## src/rtl/bus_pkg.sv

```systemverilog
// Shared definitions for the SRAM-like bus arbiter slice.
//   bus_owner_t : which master owns a request/response (1 bit, stored in the owner FIFO)
//   SIZE_*      : encodings of the 2-bit transfer size field
//   bus_req_t   : request fields that travel with req (wr/size/addr/wdata)
package bus_pkg;

    typedef enum logic {
        OWNER_INST = 1'b0,
        OWNER_DATA = 1'b1
    } bus_owner_t;

    localparam logic [1:0] SIZE_BYTE = 2'd0;
    localparam logic [1:0] SIZE_HALF = 2'd1;
    localparam logic [1:0] SIZE_WORD = 2'd2;

    typedef struct packed {
        logic        wr;
        logic [1:0]  size;
        logic [31:0] addr;
        logic [31:0] wdata;
    } bus_req_t;

endpackage

```

## src/rtl/sram_owner_fifo.sv

```systemverilog
// In-order record of which master issued each accepted-but-unanswered request.
// Ports:
//   clk, rst        clock, asynchronous active-low reset (clears all entries)
//   push, push_id   record a newly accepted request and its owner
//   pop             retire the oldest entry (a slave response arrived)
//   head_id         owner of the oldest outstanding request
//   full, empty     occupancy flags
module sram_owner_fifo
    import bus_pkg::*;
#(
    parameter int DEPTH = 4
) (
    input  logic       clk,
    input  logic       rst,
    input  logic       push,
    input  bus_owner_t push_id,
    input  logic       pop,
    output bus_owner_t head_id,
    output logic       full,
    output logic       empty
);

    localparam int PTR_W = (DEPTH > 1) ? $clog2(DEPTH) : 1;
    localparam logic [PTR_W:0] FULL_CNT = (PTR_W + 1)'(DEPTH);

    logic [DEPTH-1:0] mem;
    logic [PTR_W-1:0] wr_ptr;
    logic [PTR_W-1:0] rd_ptr;
    logic [PTR_W:0]   count;
    logic             do_push;
    logic             do_pop;

    assign empty   = (count == '0);
    assign full    = (count == FULL_CNT);
    assign head_id = bus_owner_t'(mem[rd_ptr]);

    // A pop on an empty FIFO is a slave error and is ignored. A push that
    // coincides with such a pop is dropped too, so the occupancy stays at
    // zero (the response is treated as having consumed that request).
    // When full, a push is only taken alongside a real pop.
    assign do_pop  = pop & ~empty;
    assign do_push = push & ~(pop & empty) & (~full | do_pop);

    // DEPTH is a power of two, so the pointers wrap by natural overflow.
    always_ff @(posedge clk or negedge rst) begin
        if (!rst) begin
            mem    <= '0;
            wr_ptr <= '0;
            rd_ptr <= '0;
            count  <= '0;
        end else begin
            if (do_push) begin
                mem[wr_ptr] <= push_id;
                wr_ptr      <= wr_ptr + 1'b1;
            end
            if (do_pop)
                rd_ptr <= rd_ptr + 1'b1;
            case ({do_push, do_pop})
                2'b10:   count <= count + 1'b1;
                2'b01:   count <= count - 1'b1;
                default: count <= count;
            endcase
        end
    end

endmodule

```

## src/rtl/sram_bus_arbiter.sv

```systemverilog
// Two-master arbiter in front of one SRAM-like slave port.
//   M0 = instruction fetch (inst_*), M1 = memory stage (data_*).
//   M1 wins fixed priority; a request the slave has not yet accepted locks the
//   grant so the slave sees stable fields. Accepted requests are logged in an
//   owner FIFO and each in-order slave response is steered back to its issuer.
// Ports:
//   clk, rst                         clock, asynchronous active-low reset
//   inst_req/wr/size/addr/wdata      M0 request; inst_addr_ok/data_ok/rdata back
//   data_req/wr/size/addr/wdata      M1 request; data_addr_ok/data_ok/rdata back
//   s_req/wr/size/addr/wdata         request to slave
//   s_addr_ok, s_data_ok, s_rdata    slave handshakes and read data
module sram_bus_arbiter
    import bus_pkg::*;
#(
    parameter int OUTSTANDING = 4   // power of two, >= 2
) (
    input  logic        clk,
    input  logic        rst,

    input  logic        inst_req,
    input  logic        inst_wr,
    input  logic [1:0]  inst_size,
    input  logic [31:0] inst_addr,
    input  logic [31:0] inst_wdata,
    output logic        inst_addr_ok,
    output logic        inst_data_ok,
    output logic [31:0] inst_rdata,

    input  logic        data_req,
    input  logic        data_wr,
    input  logic [1:0]  data_size,
    input  logic [31:0] data_addr,
    input  logic [31:0] data_wdata,
    output logic        data_addr_ok,
    output logic        data_data_ok,
    output logic [31:0] data_rdata,

    output logic        s_req,
    output logic        s_wr,
    output logic [1:0]  s_size,
    output logic [31:0] s_addr,
    output logic [31:0] s_wdata,
    input  logic        s_addr_ok,
    input  logic        s_data_ok,
    input  logic [31:0] s_rdata
);

    logic       locked;
    bus_owner_t lock_owner;
    logic       grant_valid;
    bus_owner_t grant;
    logic       sel_data;
    bus_req_t   inst_fields;
    bus_req_t   data_fields;
    bus_req_t   s_fields;
    logic       fifo_push;
    logic       fifo_full;
    logic       fifo_empty;
    bus_owner_t head_id;

    // Grant: a pending (unaccepted) request keeps the bus; otherwise M1 first.
    always_comb begin
        grant_valid = 1'b0;
        grant       = OWNER_INST;
        if (locked) begin
            grant_valid = 1'b1;
            grant       = lock_owner;
        end else if (data_req) begin
            grant_valid = 1'b1;
            grant       = OWNER_DATA;
        end else if (inst_req) begin
            grant_valid = 1'b1;
            grant       = OWNER_INST;
        end
    end

    // rst gates the outputs combinationally so an asserted reset silences the
    // slave request and acks immediately, not at the next edge.
    assign s_req    = rst & grant_valid & ~fifo_full;
    assign sel_data = rst & grant_valid & (grant == OWNER_DATA);

    assign inst_fields = '{wr: inst_wr, size: inst_size, addr: inst_addr, wdata: inst_wdata};
    assign data_fields = '{wr: data_wr, size: data_size, addr: data_addr, wdata: data_wdata};
    assign s_fields    = sel_data ? data_fields : inst_fields;

    assign s_wr    = s_fields.wr;
    assign s_size  = s_fields.size;
    assign s_addr  = s_fields.addr;
    assign s_wdata = s_fields.wdata;

    // Zero-latency forwarding of the slave's address acceptance.
    assign fifo_push    = s_req & s_addr_ok;
    assign inst_addr_ok = fifo_push & (grant == OWNER_INST);
    assign data_addr_ok = fifo_push & (grant == OWNER_DATA);

    // Lock only when a forwarded request stalls; a full-FIFO stall has
    // s_req=0 and therefore never locks.
    always_ff @(posedge clk or negedge rst) begin
        if (!rst) begin
            locked     <= 1'b0;
            lock_owner <= OWNER_INST;
        end else begin
            locked <= s_req & ~s_addr_ok;
            if (s_req && !s_addr_ok)
                lock_owner <= grant;
        end
    end

    sram_owner_fifo #(
        .DEPTH (OUTSTANDING)
    ) u_owner_fifo (
        .clk     (clk),
        .rst     (rst),
        .push    (fifo_push),
        .push_id (grant),
        .pop     (s_data_ok),
        .head_id (head_id),
        .full    (fifo_full),
        .empty   (fifo_empty)
    );

    // Responses return in order; a response with nothing outstanding is dropped.
    assign inst_data_ok = rst & s_data_ok & ~fifo_empty & (head_id == OWNER_INST);
    assign data_data_ok = rst & s_data_ok & ~fifo_empty & (head_id == OWNER_DATA);
    assign inst_rdata   = s_rdata;
    assign data_rdata   = s_rdata;

`ifndef SYNTHESIS
    a_no_orphan_resp : assert property (@(posedge clk) disable iff (!rst)
        (rst && s_data_ok) |-> !fifo_empty)
        else $error("slave data_ok with no outstanding request");

    a_inst_req_held : assert property (@(posedge clk) disable iff (!rst)
        (rst && inst_req && !inst_addr_ok) |=> (!rst || inst_req))
        else $error("inst_req dropped before inst_addr_ok");

    a_data_req_held : assert property (@(posedge clk) disable iff (!rst)
        (rst && data_req && !data_addr_ok) |=> (!rst || data_req))
        else $error("data_req dropped before data_addr_ok");

    a_size_legal : assert property (@(posedge clk) disable iff (!rst)
        (rst && s_req) |-> (s_size <= SIZE_WORD))
        else $error("illegal transfer size");
`endif

endmodule

```

## config.mk

```make
export PLATFORM = sky130hd
export DESIGN_NAME = sram_bus_arbiter
export DESIGN_NICKNAME = d
export VERILOG_FILES = /design/src/rtl/bus_pkg.sv /design/src/rtl/sram_owner_fifo.sv /design/src/rtl/sram_bus_arbiter.sv
export SDC_FILE = /design/constraint.sdc
export NUM_CORES = 1
export LEC_CHECK = 0
export ABC_AREA = 0
export CAP_MARGIN = 20
export CORE_AREA = 2 2 121 123
export DETAILED_ROUTE_END_ITERATION = 8
export DIE_AREA = 0 0 123 125
export HOLD_SLACK_MARGIN = 0.02
export PLACE_DENSITY = 0.65
export SLEW_MARGIN = 25
export SYNTH_ARGS = -nofsm -noshare
export SYNTH_HDL_FRONTEND = slang
export SYNTH_SLANG_ARGS = --single-unit
```

## constraint.sdc

```tcl
create_clock -name clk -period 2.3 [get_ports clk]
set_clock_uncertainty 0.05 [all_clocks]
set_input_delay 0.46 -clock clk [delete_from_list [all_inputs] [get_ports clk]]
set_output_delay 0.46 -clock clk [all_outputs]
set_load 0.1 [all_outputs]
```

== Yosys cells after proc, flatten, opt, wreduce, memory -nomap -nowiden ==
Cells that the tools add are included.

* Input port bits: 172
* Flip-flop bits (word level): 13
* Output and inout bits: 136

* $add $sub $neg: 4
* Reduce and logical (&&, ||, !) cells: 5
* Multiplexer cells: 12
* $lt $le $gt $ge: 3
* Eq/ne operators: 3
* Bitwise operators: 22

{| class="wikitable"
|+ Operator list
! kind !! number
|-
| 67-bit two-way mux || 1
|-
| 1-bit bitwise AND || 15
|-
| 1-bit two-way mux || 7
|-
| 2-bit by 3-bit < comparator with 1-bit output, second input constant || 2
|-
| 1-bit NOT || 6
|-
| 3-bit one-hot mux with 2 select lines || 1
|-
| 2-bit by 1-bit adder with 2-bit output, second input constant || 2
|-
| 4-bit bitwise mux || 1
|-
| 3-bit by 1-bit adder with 3-bit output, second input constant || 1
|-
| 3-bit == test, second input constant || 1
|-
| 3-bit zero test || 1
|-
| 3-bit by 1-bit subtractor with 3-bit output, second input constant || 1
|-
| 1-bit binary-select mux with 2-bit select || 1
|-
| 1-bit demux with 2-bit select || 1
|-
| 2-bit by 1-bit == test with 1-bit output, second input constant || 1
|-
| 2-bit == test, second input constant || 1
|-
| 2-bit by 1-bit >= comparator with 1-bit output, second input constant || 1
|-
| 1-bit logical AND || 2
|-
| 2-bit nonzero test || 1
|-
| 1-bit zero test || 1
|-
| 1-bit OR || 1
|}

== Longest topological paths before layout ==
Gate-level depths: netlist of the first run.

* Depth after elaboration: 10
* Mapped depth: 7
* Gate-level depth less buffers: 7

== Modules after synthesis ==
A second synthesis of the first run with hierarchy kept.

* Cell total of the unflattened synthesis: 205
* Area, all modules: 2215.9 µm²

{| class="wikitable"
|+ By module, submodules not included
! module !! area each (µm²) !! instances !! cells each
|-
| sram_bus_arbiter || 1591.5 || 1 || 154
|-
| sram_owner_fifo || 624.3 || 1 || 51
|}

== Least setup slack after synthesis of the first run ==
OpenSTA, ideal clock, no wires.

* Path type: reg2out
* Start point: register u_owner_fifo.rd_ptr[0]
* End point: output port inst_data_ok
* Required time: 1790 ps
* Cell stages (with the launch flop): 3
* Path slack: -375 ps
* Arrival time: 2165 ps
* Path through: dfrtp_1 > mux4_2 > nor2_1

* Word-level cells in the longest chain between the ends: 4

{| class="wikitable"
|+ RTL lines
! what !! line !! source
|-
| start: declaration || sram_owner_fifo.sv:28 || <nowiki>logic [PTR_W-1:0] rd_ptr;</nowiki>
|-
| start signal: assignment || sram_owner_fifo.sv:57 || <nowiki>rd_ptr <= rd_ptr + 1'b1;</nowiki>
|-
| 1-bit binary-select mux with 2-bit select || sram_owner_fifo.sv:35 || <nowiki>assign head_id = bus_owner_t'(mem[rd_ptr]);</nowiki>
|-
| 1-bit two-way mux (not written as such) || sram_owner_fifo.sv:35 ||
|-
| 1-bit NOT || sram_bus_arbiter.sv:123 || <nowiki>assign inst_data_ok = rst & s_data_ok & ~fifo_empty & (head_id == OWNER_INST);</nowiki>
|-
| 1-bit bitwise AND || sram_bus_arbiter.sv:123 ||
|-
| end: declaration || sram_bus_arbiter.sv:26 || <nowiki>output logic inst_data_ok,</nowiki>
|}

No other way between the ends. The select of a mux whose other input is x is not followed.

== Worst setup path after layout of the first run ==
* Start point: register locked
* End point: output port s_wr

* Word-level cells in the longest chain between the ends: 4
* Elaborated cells on any way between the ends: 5

{| class="wikitable"
|+ RTL lines
! what !! line !! source
|-
| start: declaration || sram_bus_arbiter.sv:48 || <nowiki>logic locked;</nowiki>
|-
| start signal: assignment || sram_bus_arbiter.sv:103 || <nowiki>locked <= s_req & ~s_addr_ok;</nowiki>
|-
| 1-bit two-way mux || sram_bus_arbiter.sv:65 || <nowiki>if (locked) begin</nowiki>
|-
| 1-bit bitwise AND || sram_bus_arbiter.sv:80 || <nowiki>assign sel_data = rst & grant_valid & (grant == OWNER_DATA);</nowiki>
|-
| 1-bit bitwise AND (*) || sram_bus_arbiter.sv:80 ||
|-
| 67-bit two-way mux (*) || sram_bus_arbiter.sv:84 || <nowiki>assign s_fields = sel_data ? data_fields : inst_fields;</nowiki>
|-
| end: declaration || sram_bus_arbiter.sv:39 || <nowiki>output logic s_wr,</nowiki>
|}

Every way passes the cells marked *; elsewhere a longest branch is shown, timed or not.

==> results of run 1 <==
-- logic make-up after synthesis --
group | count (synthesis) | synth area share, %
buffers and inverters | 76 | 26.58
multiplexers | 76 | 45.62
flip-flops | 13 | 15.09
AO/OA/AOI/OAI | 11 | 4.352
AND/OR/NAND/NOR | 10 | 2.090
XOR/XNOR | 6 | 2.438
adder cells (fa/ha/maj) | 6 | 3.831
-- area by class of cell --
| type | instances | area, µm² | area share [%] |
|---|---|---|---|
| timing repair buffer | 235 | 3154 | 60.40 |
| antenna | 1 | 2.502 | 0.04792 |
| clock buffer | 4 | 78.83 | 1.509 |
| inverter | 3 | 11.26 | 0.2156 |
| sequential | 13 | 325.3 | 6.229 |
| multi-input combinational | 109 | 1420 | 27.19 |
| tap | 184 | 230.2 | 4.408 |
-- power groups by stage --
stage	Clock (µW)	Sequential (µW)	Combinational [µW]
2_1_floorplan	0	415	2320
3_3_place_gp	0	470	2760
3_5_place_dp	0	483	2780
4_1_cts	329	483	2960
5_1_grt	339	503	3070
6_report	323	479	2940
-- cell usage in the layout, fill, tap and decap left out, types with 2 or more instances in the layout --
cell type	count
sky130_fd_sc_hd__clkdlybuf4s50_1	135
sky130_fd_sc_hd__buf_12	79
sky130_fd_sc_hd__mux2_4	65
sky130_fd_sc_hd__dfrtp_1	13
sky130_fd_sc_hd__buf_4	12
sky130_fd_sc_hd__mux2_2	10
sky130_fd_sc_hd__xnor2_1	5
sky130_fd_sc_hd__o311ai_0	4
sky130_fd_sc_hd__ha_1	4
sky130_fd_sc_hd__nor2_1	3
sky130_fd_sc_hd__inv_1	3
sky130_fd_sc_hd__clkbuf_16	3
sky130_fd_sc_hd__o31ai_2	2
sky130_fd_sc_hd__nor2_2	2
sky130_fd_sc_hd__nand2_1	2
sky130_fd_sc_hd__buf_16	2
sky130_fd_sc_hd__dlymetal6s2s_1	2
sky130_fd_sc_hd__buf_6	2
-- repair_timing --
| action | in CTS | in global routing |
|---|---|---|
| gates resized for setup | 53 | 8 |
| pin swaps | 0 | 3 |
| setup endpoints to repair | 70 | 71 |
| hold endpoints to repair | 0 | 0 |
| cloned | 3 | 0 |
| buffers inserted | 4 | 4 |
-- path summary, 6_finish.rpt --
path                       cells after the start  slack (ns)                     end              startpoint
max                                            6       -0.07                    s_wr                  locked
max in group asynchronous                      2        1.62     u_owner_fifo.mem[1]                     rst
min reg2reg                                    1        0.44  u_owner_fifo.rd_ptr[1]  u_owner_fifo.rd_ptr[1]
min in group asynchronous                      2        0.44   u_owner_fifo.count[2]                     rst
max reg2reg                                    7        0.13   u_owner_fifo.count[1]                  locked
min                                            2        0.42                  locked               s_addr_ok
-- cells in the mapped netlist, drive strengths merged --
cell / n
a211oi: 1
a21oi: 1
and3: 1
buf: 73
dfrtp: 13
fa: 1
ha: 5
inv: 3
mux2: 75
mux4: 1
nand2: 3
nor2: 5
nor2b: 1
o311a: 1
o311ai: 4
o31a: 1
o31ai: 3
xnor2: 5
xor2: 1
-- per-stage QoR --
step                util (%)  power [µW]
floorplan                  -        2734
global placement       33.78        3226
detailed placement     33.78        3263
CTS                    36.62        3775
global route           36.77        3914
finish                 36.77        3745
-- layer usage --
layer | vias to the layer above | routed length, µm | global-route usage (%)
met3 | 12 | 1440 | 6.478
met1 | 1003 | 3047 | 11.83
li1 | 965 | - | -
met2 | 158 | 4982 | 21.94
met5 | - | 27 | 0
met4 | 4 | 71 | 1.203
-- registers in the layout, indices dropped and copies added (netlist names) --
name	cells
u_owner_fifo.wr_ptr	2
locked	1
lock_owner	1
u_owner_fifo.mem	4
u_owner_fifo.rd_ptr	2
u_owner_fifo.count	3
==> summary.txt, run 1 <==
Synth
  • Mapped Avg Cell Area: 10.89 µm²
  • Warning count from the yosys run: 0
  • Dominant cells by area after synthesis: sky130_fd_sc_hd__mux2_2 (23%), sky130_fd_sc_hd__buf_4 (22%), sky130_fd_sc_hd__mux2_4 (22%)
  • Cell Area, Synth: 0.002156 mm²
  • Top cell type's share of synthesized area: 22.98%
  • Post-synthesis net count: 376
  • Flip-flop and latch count after synthesis: 13
  • Sequential area share after synthesis: 15.09%
  • Most area-hungry cell type in the Yosys netlist: sky130_fd_sc_hd__mux2_2
  • Synthesized instance count: 198
  • Library cells used by synthesis: 25

Power and ir drop
  • Static leakage power: 0.002350 µW
  • Internal power: 1903 µW
  • Share of power burned in the clock network: 8.6%
  • Switching part of the total power: 49.19%
  • Sequential Power Share: 12.8%
  • NetSw: 1843 µW
  • Combinational fraction of design power: 78.6%
  • Power density over the cells: 717.2 mW/mm²
  • Worst supply voltage drop on vdd: 0.7444 mV

Place
  • Final HPWL from detailed placement: 7.875 mm
  • Post-Place Worst Slack: -0.3131 ns
  • Placement-stage cell area: 0.004798 mm²
  • IO Port Bufs: 211
  • Final weighted congestion of routability-driven global placement: 0.7371
  • Placed cell count: 535

Timing
  • Final number of hold-violating endpoints: 0
  • Final critical-path required period: 2.368 ns
  • Highest Clock Rate: 422.2 MHz
  • RSZ-0062 raised after global routing: yes
  • Worst hold margin: 0.4160 ns
  • Count of pins over their slew limit: 0
  • Number of setup violations in the final report: 45
  • Share of the clock period used by the worst path after layout: 103.0%
  • Worst Tran Pin Value: 0.4566 ns
  • Max-slew headroom: 69.18%
  • Summed negative setup slack over all endpoints: -2.464 ns
  • Final setup slack of the worst path: -0.06837 ns

Worst setup path
  • Highest cell delay on the worst timing path: 0.39 ns
  • Critical setup path kind: reg -> out
  • Required time reported for the critical path endpoint: 1.79 ns
  • Crit path capture type: output port
  • Arr. time, crit path: 1.86 ns
  • Cell-by-cell listing of the critical path: mux2_4 -> nand2_8 -> buf_4 -> buf_12 -> mux2_4 -> buf_12
  • Worst path slowest cell: sky130_fd_sc_hd__dfrtp_1
  • Element type at the critical path start: register
  • Maximum fanout encountered on the critical timing path: 8
  • Number of buffer and inverter instances along the worst setup path: 3
  • Top delay family on crit path: multiplexers

Job
  • Total of max-cap violations: 0

Clock network
  • Master cell of the clock root buffer: sky130_fd_sc_hd__clkbuf_16
  • Cts hold-fix bufs: 0
  • Clock transition at path regs: 0.04 ns
  • Max clock buf depth: 2
  • H-tree depth: 1
  • TritonCTS clock tree: built
  • Clock Sinks: 13
  • Clock buffers created by TritonCTS: 3
  • Latest clock arrival within the worst-skew pair: 0.24 ns

Layout
  • Final std cell area, no fill: 0.005223 mm²
  • Area growth from synthesis to layout: 142.3%
  • Final net count: 543
  • Fraction of layout instances using a drive strength above 1: 50.82%
  • Count of filler cells inserted in the layout: 1358
  • Filler-free cell count of the finished design: 549

Routing
  • Routed wire length: 9.570 mm
  • Final antenna-violating net count: 0
  • Initial drt markers: 46
  • Vias: 2142
  • Via-to-Cell Ratio: 3.902
  • Drt drc: 0
  • DR pass1 iterations: 4
  • WL/cell: 17.43 µm

GRT
  • Wire length of the first global-routing pass: 14.01 mm
  • Total overflow reported by the global router: 0
  • Largest net degree at the start of global routing: 11
  • Vias in the first global route: 2440
  • Antenna violations before repair: 3
  • Total track usage: 11.82%

Floorplan
  • I/O pins: 308
  • Die span in y: 125 µm
  • Starting Density: 15.18%
  • Placeable core area: 0.01420 mm²
  • DIE WIDTH: 123 µm
  • Cell Rows: 44
  • DIE AREA: 0.01538 mm²

Run status
  • Violated checks: setup timing
  • Result of the run: finished with violations

Hold path
  • Hold/Removal Path Class: in -> reg
No activity file was read; power rests on OpenSTA's default activity.
==> run 2, diff against run 1 <==
Settings changed: CORE_AREA 2 2 121 123 to 2 2 120 122, DIE_AREA 0 0 123 125 to 0 0 122 124, DONT_BUFFER_PORTS set to 1, MAX_ROUTING_LAYER set to met4, PLACE_DENSITY 0.65 to 0.37.
==> run 2 against run 1 <==
The run still ends with setup timing left. Clock-buffer cell count is 1 lower. Final cell count fell by 34%. Non-clock buffer count down 180. Flip-flop and latch count is the same.
==> summary.txt, run 2 (synthesis gave the netlist of run 1 again) <==
Run status
  • Result of the run: finished with violations
  • Violated checks: setup timing

Worst setup path
  • Worst Reg-to-Reg Cells: 6
  • FF-to-FF End: u_owner_fifo.count[1]
  • Crit Reg-Reg Startpoint: locked
  • Crit path capture type: output port
  • Element type at the critical path start: register
  • Maximum fanout encountered on the critical timing path: 8
  • Worst R2R Setup Slack: 0.14 ns
  • Required time reported for the critical path endpoint: 1.79 ns
  • Critical setup path kind: reg -> out
  • Arr. time, crit path: 1.86 ns

Timing
  • Final critical-path required period: 2.367 ns
  • Max-slew headroom: 58.33%
  • Number of setup violations in the final report: 53
  • Worst Tran Pin Value: 0.6230 ns
  • RSZ-0062 raised after global routing: yes
  • Share of the clock period used by the worst path after layout: 102.9%
  • Final number of hold-violating endpoints: 0
  • Worst hold margin: 0.2481 ns
  • Count of pins over their slew limit: 0
  • Highest Clock Rate: 422.5 MHz
  • Final setup slack of the worst path: -0.06707 ns

Clock network
  • Clock buffers created by TritonCTS: 3
  • H-tree depth: 1
  • Max clock buf depth: 2
  • TritonCTS clock tree: built
  • Latest clock arrival within the worst-skew pair: 0.24 ns
  • Clock transition at path regs: 0.04 ns
  • Clock Sinks: 13
  • Master cell of the clock root buffer: sky130_fd_sc_hd__clkbuf_16

Layout
  • Highest-count cells in the layout ignoring fill and taps: sky130_fd_sc_hd__mux2_4 (41), sky130_fd_sc_hd__buf_12 (40), sky130_fd_sc_hd__mux2_2 (34)
  • Largest register FFs: 4
  • Count of filler cells inserted in the layout: 1456
  • Final net count: 363
  • Top reg by flops: u_owner_fifo.mem
  • Largest registers: u_owner_fifo.mem (4), u_owner_fifo.count (3)
  • Area growth from synthesis to layout: 36.45%
  • Number of antenna cells inserted: 0
  • Fraction of layout instances using a drive strength above 1: 76.09%
  • Commonest non-fill, non-tap cell in the layout: sky130_fd_sc_hd__mux2_4
  • Core Util, Final: 21.44%

Routing
  • Routed wire length: 8.058 mm
  • Met1 Wirelength: 3.116 mm
  • Drt drc: 0
  • Initial drt markers: 21
  • DR pass1 iterations: 3
  • Final antenna-violating net count: 0
  • Total length of routed met2 wires: 3.658 mm
  • Top sig layer: met4
  • WL/cell: 22.14 µm
  • Wire length on met3: 1.231 mm
  • Via-to-Cell Ratio: 3.920
  • Vias: 1427

Power and ir drop
  • Power density over the cells: 1062 mW/mm²
  • Worst supply voltage drop on vdd: 0.3755 mV
  • Static leakage power: 0.001310 µW

Place
  • IO Port Bufs: 0
  • Final HPWL from detailed placement: 6.880 mm
  • Final weighted congestion of routability-driven global placement: 0.7248

Floorplan
  • DIE AREA: 0.01513 mm²
  • I/O pins: 308
  • DIE WIDTH: 122 µm
  • Starting Density: 15.71%
  • Placeable core area: 0.01372 mm²
  • Die span in y: 124 µm
  • Cell Rows: 43

Hold path
  • Hold/Removal Path Class: in -> reg
  • End of the worst hold path: locked
  • Cell count of the worst hold path: 1
  • HP Start: s_addr_ok

GRT
  • Wire length of the first global-routing pass: 9.798 mm
  • Vias in the first global route: 1490
  • Antenna violations before repair: 0
  • Largest net degree at the start of global routing: 19
  • Total overflow reported by the global router: 0
  • Total track usage: 9.369%

Job
  • Total of max-cap violations: 0
[run 2: changes by cell type in the layout (fill, tap and decap cells not counted), sizes merged]
cell | before | now
buf | 96 | 53
bufbuf | 0 | 1
clkbuf | 5 | 3
clkdlybuf4s50 | 135 | 0
clkinv | 0 | 1
diode | 1 | 0
dlygate4sd2 | 1 | 0
dlygate4sd3 | 0 | 1
dlymetal6s2s | 2 | 0
[run 2: layout make-up]
class | instances | area (µm²) | share of cell area (%)
Clock buffer | 3 | 75.07 | 2.552
Inverter | 3 | 11.26 | 0.3828
Tap cell | 180 | 225.2 | 7.656
Multi-Input combinational cell | 109 | 1320 | 44.87
Sequential cell | 13 | 325.3 | 11.06
Clock inverter | 1 | 5.005 | 0.1701
Timing Repair Buffer | 55 | 979.7 | 33.31
[run 2: repair_timing]
item                                   CTS  global route
setup endpoints to repair               62            46
cloned                                   2             0
buffers inserted                         1             1
pin swaps                                1             1
gates resized for setup                 16             1
endpoints found under the hold margin   13            13
[run 2: through the flow]
step | setup WS [ns] | std cells | total power [µW] | area, µm² | setup TNS (ns)
4_1_cts | -0.08608 | 362 | 3155 | 2908 | -2.304
3_3_place_gp | 0.1080 | 355 | 2713 | 2699 | 0
3_5_place_dp | 0.1016 | 355 | 2739 | 2699 | 0
2_1_floorplan | 0.07528 | 198 | 2734 | 2167 | 0
6_report | -0.06707 | 364 | 3123 | 2942 | -2.199
5_1_grt | -0.1144 | 364 | 3271 | 2942 | -4.961
[run 2: metal layers]
layer,vias up,global-route usage (%)
li1,602,-
met1,660,11.59
met2,158,13.37
met3,7,5.403
met4,0,1.580
met5,-,-
[run 2: worst max path at each step]
stage | start | endpoint | cells after the start | slack [ns]
2_1_floorplan | u_owner_fifo.rd_ptr[0] | inst_data_ok | 2 | 0.08
3_3_place_gp | data_req | s_wdata[20] | 5 | 0.11
3_5_place_dp | data_req | s_wdata[20] | 5 | 0.10
4_1_cts | locked | s_wdata[31] | 4 | -0.09
5_1_grt | locked | s_wdata[23] | 5 | -0.11
6_report | locked | s_wdata[31] | 4 | -0.07
[run 2: critical path, cell delays in order, from the launching register on]
cell and delay [ns]:
sky130_fd_sc_hd__dfrtp_1 0.39, sky130_fd_sc_hd__mux2_4 0.34, sky130_fd_sc_hd__nand2_8 0.13, sky130_fd_sc_hd__bufbuf_16 0.29
sky130_fd_sc_hd__mux2_4 0.45
[run 2: power breakdown]
part | internal [µW] | switching [µW] | total (µW)
combinational | 804 | 1530 | 2330
sequential | 343 | 118 | 461
clock | 231 | 98.4 | 330
total | 1380 | 1740 | 3120
==> edit 1, RTL diff (flow settings as in run 2) <==
Reset style: synchronous (`rst`), changed in 2 clocked blocks. Comments in the files are not updated.
--- a/src/rtl/sram_owner_fifo.sv
+++ b/src/rtl/sram_owner_fifo.sv
@@ -43,5 +43,5 @@
 
     // DEPTH is a power of two, so the pointers wrap by natural overflow.
-    always_ff @(posedge clk or negedge rst) begin
+    always_ff @(posedge clk) begin
         if (!rst) begin
             mem    <= '0;
--- a/src/rtl/sram_bus_arbiter.sv
+++ b/src/rtl/sram_bus_arbiter.sv
@@ -96,5 +96,5 @@
     // Lock only when a forwarded request stalls; a full-FIFO stall has
     // s_req=0 and therefore never locks.
-    always_ff @(posedge clk or negedge rst) begin
+    always_ff @(posedge clk) begin
         if (!rst) begin
             locked     <= 1'b0;
Check against the original RTL: no difference found for any inputs over 10 cycles, from zero or initial values and one cycle with rst low; that may be too few to reach the edited logic, so the function may still have changed.
==> edit 1 against run 2 <==
The flow still finishes with violations (negative setup slack); total power shrank 24%; area after synthesis rose by 6.3%; sequential cell count did not move; via count up 13%; setup slack gained 0.055 ns; combinational power fell by 26%; critical path type unchanged; final area rose by 24%; wire length increased by 11%.
==> edit 1: results (changes against run 2) <==
* Clock Path Buffers at 2 (unchanged)
* Vias in the first global route at 1665 (+12%)
* WP data arrival at 1.80 ns (-0.06 ns)
* RR Endpoint: u_owner_fifo.count[2]
* 1st-pass router iterations at 4 (+1)
* Pleak at 0.001740 uW (+33%)
* Min-delay worst type: primary input to flip-flop
* Biggest regs: u_owner_fifo.mem (4), u_owner_fifo.count (3)
* Ys async rst share at 0% (-100 points)
* 1st-iter DRT viols at 34 (+62%)
* Share of layout cells above drive strength 1 at 73.25% (-2.8 points)
* Rows at 43 (unchanged)
* Hold path depth at 1 (unchanged)
* Drt total wl at 8.945 mm (+11%)
* Final worst setup slack at -0.01167 ns (+0.05540 ns)
* Clock Tree Root: clkbuf_16
* Top FF cell, synth: dfxtp_1
* Sequential fraction of the synthesis area at 11.35% (-3.7 points)
* Largest net degree at the start of global routing at 18 (-1)
* Top sig layer: met4
* Post-Syn Nets at 391 (+4.0%)
* First-pass GRT wire length at 10.78 mm (+10%)
* Status: finished, violations left
* R2r startpoint: u_owner_fifo.count[2]
* # nets final at 407 (+12%)
* Total CTS buffers at 3 (unchanged)
* Tot GR Track Use at 10.24% (+0.87 points)
* Vias at 1611 (+13%)
* Worst r2r path cells at 7 (+1)
* Top post-synthesis cells by count: mux2_4 (66), buf_4 (64), dfxtp_1 (13)
* Clock slew at reported path FFs at 0.05 ns
* PortBufs at 0 (unchanged)
* Setup violations, final at 26 (-51%)
* # diodes at 0 (unchanged)
* Hold Path Sink: locked
* Gpl congestion at 0.7442 (+2.7%)
* Worst-Margin Slew at 1.088 ns (+0.4651 ns)
* Wire length on met2 at 3.957 mm (+8.2%)
* HP Start: s_addr_ok
* Initial antenna violation count at 0 (unchanged)
* Latest clock arrival within the worst-skew pair at 0.24 ns (about the same)
* Ranking of synthesized cells by area: mux2_4 (43%), buf_4 (21%), dfxtp_1 (11%)
* DRT met1 WL at 3.687 mm (+18%)
* Cell family with most CP delay: multiplexers
* Synth unique cells at 30 (+20%)
* Hold slack at 0.2302 ns (-0.01788 ns)
* Failing checks: negative setup slack
* Post-DP HPWL at 7.324 mm (+6.5%)
* Critical Path Max Stage Delay at 0.36 ns (-0.09 ns)
* Flop2flop setup slack at 0.22 ns (+0.08 ns)
* DR WL met3 at 1.216 mm (-1.2%)
* # H-tree levels at 1 (unchanged)
* Synth Warn # at 0 (unchanged)
* Worst-case vdd ir drop at 0.2110 mV (-44%)
* Critical path's slowest cell: mux2_4
* CP max FO at 10 (+2)
## edit 1: changes by cell type in the layout (fill, tap and decap cells not counted), sizes merged, moves of 2 or more
cell | run 2 | this run
o31ai | 3 | 1
nand2 | 3 | 11
xnor2 | 5 | 2
mux2 | 75 | 68
dfrtp | 13 | 0
buf | 53 | 83
dfxtp | 0 | 13
mux2i | 0 | 8
nor2 | 5 | 7
nor3b | 0 | 2
## edit 1: how the worst max path moves through the flow
stage                                start            to  slack (ns)  cells after the start
detailed placement                data_req   s_wdata[30]        0.02                      5
CTS                                 locked   s_wdata[30]       -0.07                      5
floorplan           u_owner_fifo.rd_ptr[0]  inst_data_ok        0.09                      2
global placement                  data_req   s_wdata[30]        0.05                      5
finish                              locked    s_wdata[6]       -0.01                      5
global route                        locked   s_wdata[28]       -0.06                      5
## edit 1: cell type report
| class | instances | area, um2 |
|---|---|---|
| inverter | 4 | 15.01 |
| clock inverter | 1 | 5.005 |
| sequential | 13 | 265.3 |
| timing repair buffer | 84 | 1570 |
| fill | 1372 | 10080 |
| tap | 180 | 225.2 |
| multi-input combinational | 123 | 1485 |
| clock buffer | 3 | 75.07 |
## edit 1: where the power goes
part / internal [uW] / switching, uW
Sequential: 260 / 41.8
Clock: 232 / 101
Combinational: 664 / 1060
## edit 1: cells by family (layout without fill, tap and decap cells)
| family | after synthesis | in the layout | share of synthesized area (%) |
|---|---|---|---|
| xor+xnor | 4 | 4 | 1.529 |
| flops | 13 | 13 | 11.35 |
| simple gates | 25 | 26 | 5.677 |
| mux | 77 | 77 | 48.69 |
| buf+inv | 78 | 92 | 25.65 |
| fa+ha+maj | 6 | 6 | 3.603 |
| compound gates | 10 | 10 | 3.493 |
## edit 1: through the flow
stage               total power [uW]  instance area [um2]  setup TNS [ns]  cells  worst slack, ns
finish                          2362                 3641         -0.1222    408         -0.01167
global route                    2440                 3641          -2.377    408         -0.06279
global placement                1987                 3412               0    398          0.04939
detailed placement              1996                 3412               0    398          0.02484
floorplan                       1989                 2303               0    213          0.09380
CTS                             2366                 3597          -1.539    406         -0.06987
## edit 1: worst reg2reg max path, delay by kind of cell (launching register included)
kind / cells / cell delay [ns]
AOI/OAI and AO/OA: 2 / 0.29
xor gates and xnor gates: 1 / 0.14
adders and majority gates: 2 / 0.62
DFF: 1 / 0.33
and+or+nand+nor: 2 / 0.56
## edit 1: routing by layer
layer | track usage [%] | vias up
li1 | - | 709
met2 | 14.98 | 166
met5 | - | -
met1 | 12.46 | 724
met3 | 5.586 | 12
met4 | 2.011 | 0
## edit 1: timing repair
action	4_1_cts	5_1_grt
setup buffers	2	0
resized for setup	11	3
endpoints found under the setup margin	66	58
cloned	2	2
pin swaps	1	1
==> edit 2, RTL diff (flow settings as in run 2) <==
Made on the original files. Set the parameter `OUTSTANDING` to 2 (it was 4).
--- a/src/rtl/sram_bus_arbiter.sv
+++ b/src/rtl/sram_bus_arbiter.sv
@@ -13,5 +13,5 @@
     import bus_pkg::*;
 #(
-    parameter int OUTSTANDING = 4   // power of two, >= 2
+    parameter int OUTSTANDING = 2   // power of two, >= 2
 ) (
     input  logic        clk,
Formal check against the unedited RTL: not equivalent (Yosys sat finds a counterexample within 4 cycles, from zero or initial values and one cycle with rst low).
==> edit 2 against run 2 <==
Area after synthesis decreased by 19%; total power decreased by 5.3%; largest power group unchanged; sequential power decreased by 41%; setup slack improved by 0.024 ns; the flow still finishes with violations (negative setup slack); combinational power increased by 3%; register-to-register slack improved by 0.54 ns; wire length decreased by 9.3%; clock power decreased by 13%; sequential cell count decreased by 5; first-iteration DRC count increased by 14%; cell count increased by 1.1%; final area increased by 10%; synthesized cell count decreased by 11%.
==> edit 2: results (changes against run 2) <==
* Critical Path End: s_addr[6]
* Sequential fraction of the synthesis area at 11.47% (-3.6 points)
* Status: finished, violations left
* Critical path's slowest cell: dfrtp_1
* Final worst setup slack at -0.04327 ns (+0.02380 ns)
* Reg area at 200.2 um2 (-38%)
* Largest net degree at the start of global routing at 25 (+6)
* Post-Synth XOR/XNOR Area at 3.011% (+0.57 points)
* Repair and plain buffers at 80 (+45%)
* Flop2flop setup slack at 0.68 ns (+0.54 ns)
* 1st-pass router iterations at 4 (+1)
* Placed Instances at 360 (+1.4%)
* Compound-cell area share of the yosys netlist at 1.290% (-3.1 points)
* Ranking of synthesized cells by area: mux2_2 (45%), buf_4 (28%), dfrtp_1 (11%)
* Gpl congestion at 0.6280 (-13%)
* Drt total wl at 7.306 mm (-9.3%)
* First-pass GRT wire length at 8.314 mm (-15%)
* Met2 Track Usage GR at 12.36% (-1.0 points)
* Worst-Margin Slew at 0.3930 ns (-0.2301 ns)
* Multi-input gate area at 1192 um2 (-9.7%)
* Setup violations, final at 37 (-30%)
* Worst r2r path cells at 5 (-1)
* CP max FO at 18 (+10)
* Fillers at 1426 (-2.1%)
* Failing checks: negative setup slack
* Mapped Cells at 176 (-11%)
* Post-Syn Nets at 349 (-7.2%)
* Biggest regs: u_owner_fifo.count (2), u_owner_fifo.mem (2)
* Non-clk buf share at 47.79% (+14 points)
* Post-Synth Adder-Cell Area at 0.7168% (-3.1 points)
* Wire length on met2 at 3.608 mm (-1.4%)
* WP data arrival at 1.83 ns (-0.03 ns)
* DRT met1 WL at 2.685 mm (-14%)
* Top post-synthesis cells by count: mux2_2 (69), buf_4 (64), dfrtp_1 (8)
* Inverters at 1 (-2)
* Worst-case vdd ir drop at 0.6230 mV (+66%)
* Seq area share at 6.161% (-4.9 points)
* 1st-iter DRT viols at 24 (+14%)
* M3 GR Usage at 3.663% (-1.7 points)
* Share of layout cells above drive strength 1 at 85.64% (+9.6 points)
* Placed Area at 2874 um2 (+6.5%)
* Dpl ws at 0.07125 ns (-0.03035 ns)
* Clk cell area share at 2.310% (-0.41 points)
* Post-DP HPWL at 5.549 mm (-19%)
* Post-DR wirelength/cell at 19.85 um (-10%)
* Post-CTS setup buffers at 0 (-1)
* DR WL met3 at 939 um (-24%)
* Tot GR Track Use at 7.646% (-1.7 points)
* Critical Path Max Stage Delay at 0.38 ns (-0.07 ns)
* Mux cell area share after synthesis at 46.81% (+1.2 points)
* Net Sw Frac at 54.15% (-1.7 points)
* Hold slack at 0.2516 ns (+0.003543 ns)
* Vias in the first global route at 1397 (-6.2%)
* Synth unique cells at 23 (-8.0%)
-- edit 2: changes by cell type after synthesis, moves of 2 or more --
cell,change
inv_1,-2
buf_2,-2
buf_8,-3
mux2_4,-29
ha_1,-4
o311ai_0,-4
o31ai_1,-2
buf_6,+3
mux2_2,+25
dfrtp_1,-5
-- edit 2: power by group through the flow --
stage          sequential, uW  clock [uW]  combinational [uW]
2_1_floorplan             259           0                2080
3_3_place_gp              268           0                2250
3_5_place_dp              273           0                2260
4_1_cts                   271         291                2350
5_1_grt                   281         302                2470
6_report                  270         288                2400
-- edit 2: worst min path at each step --
stage / start / end
finish: s_addr_ok / locked
global route: s_addr_ok / locked
CTS: s_addr_ok / locked
detailed placement: rst / u_owner_fifo.mem[0]
global placement: rst / u_owner_fifo.mem[0]
floorplan: rst / lock_owner
-- edit 2: what timing repair did --
action | in CTS | in global routing
endpoints found under the hold margin | 8 | 0
gates cloned | 2 | 2
gates resized for setup | 22 | 31
endpoints found under the setup margin | 67 | 67
hold buffers | 1 | 0
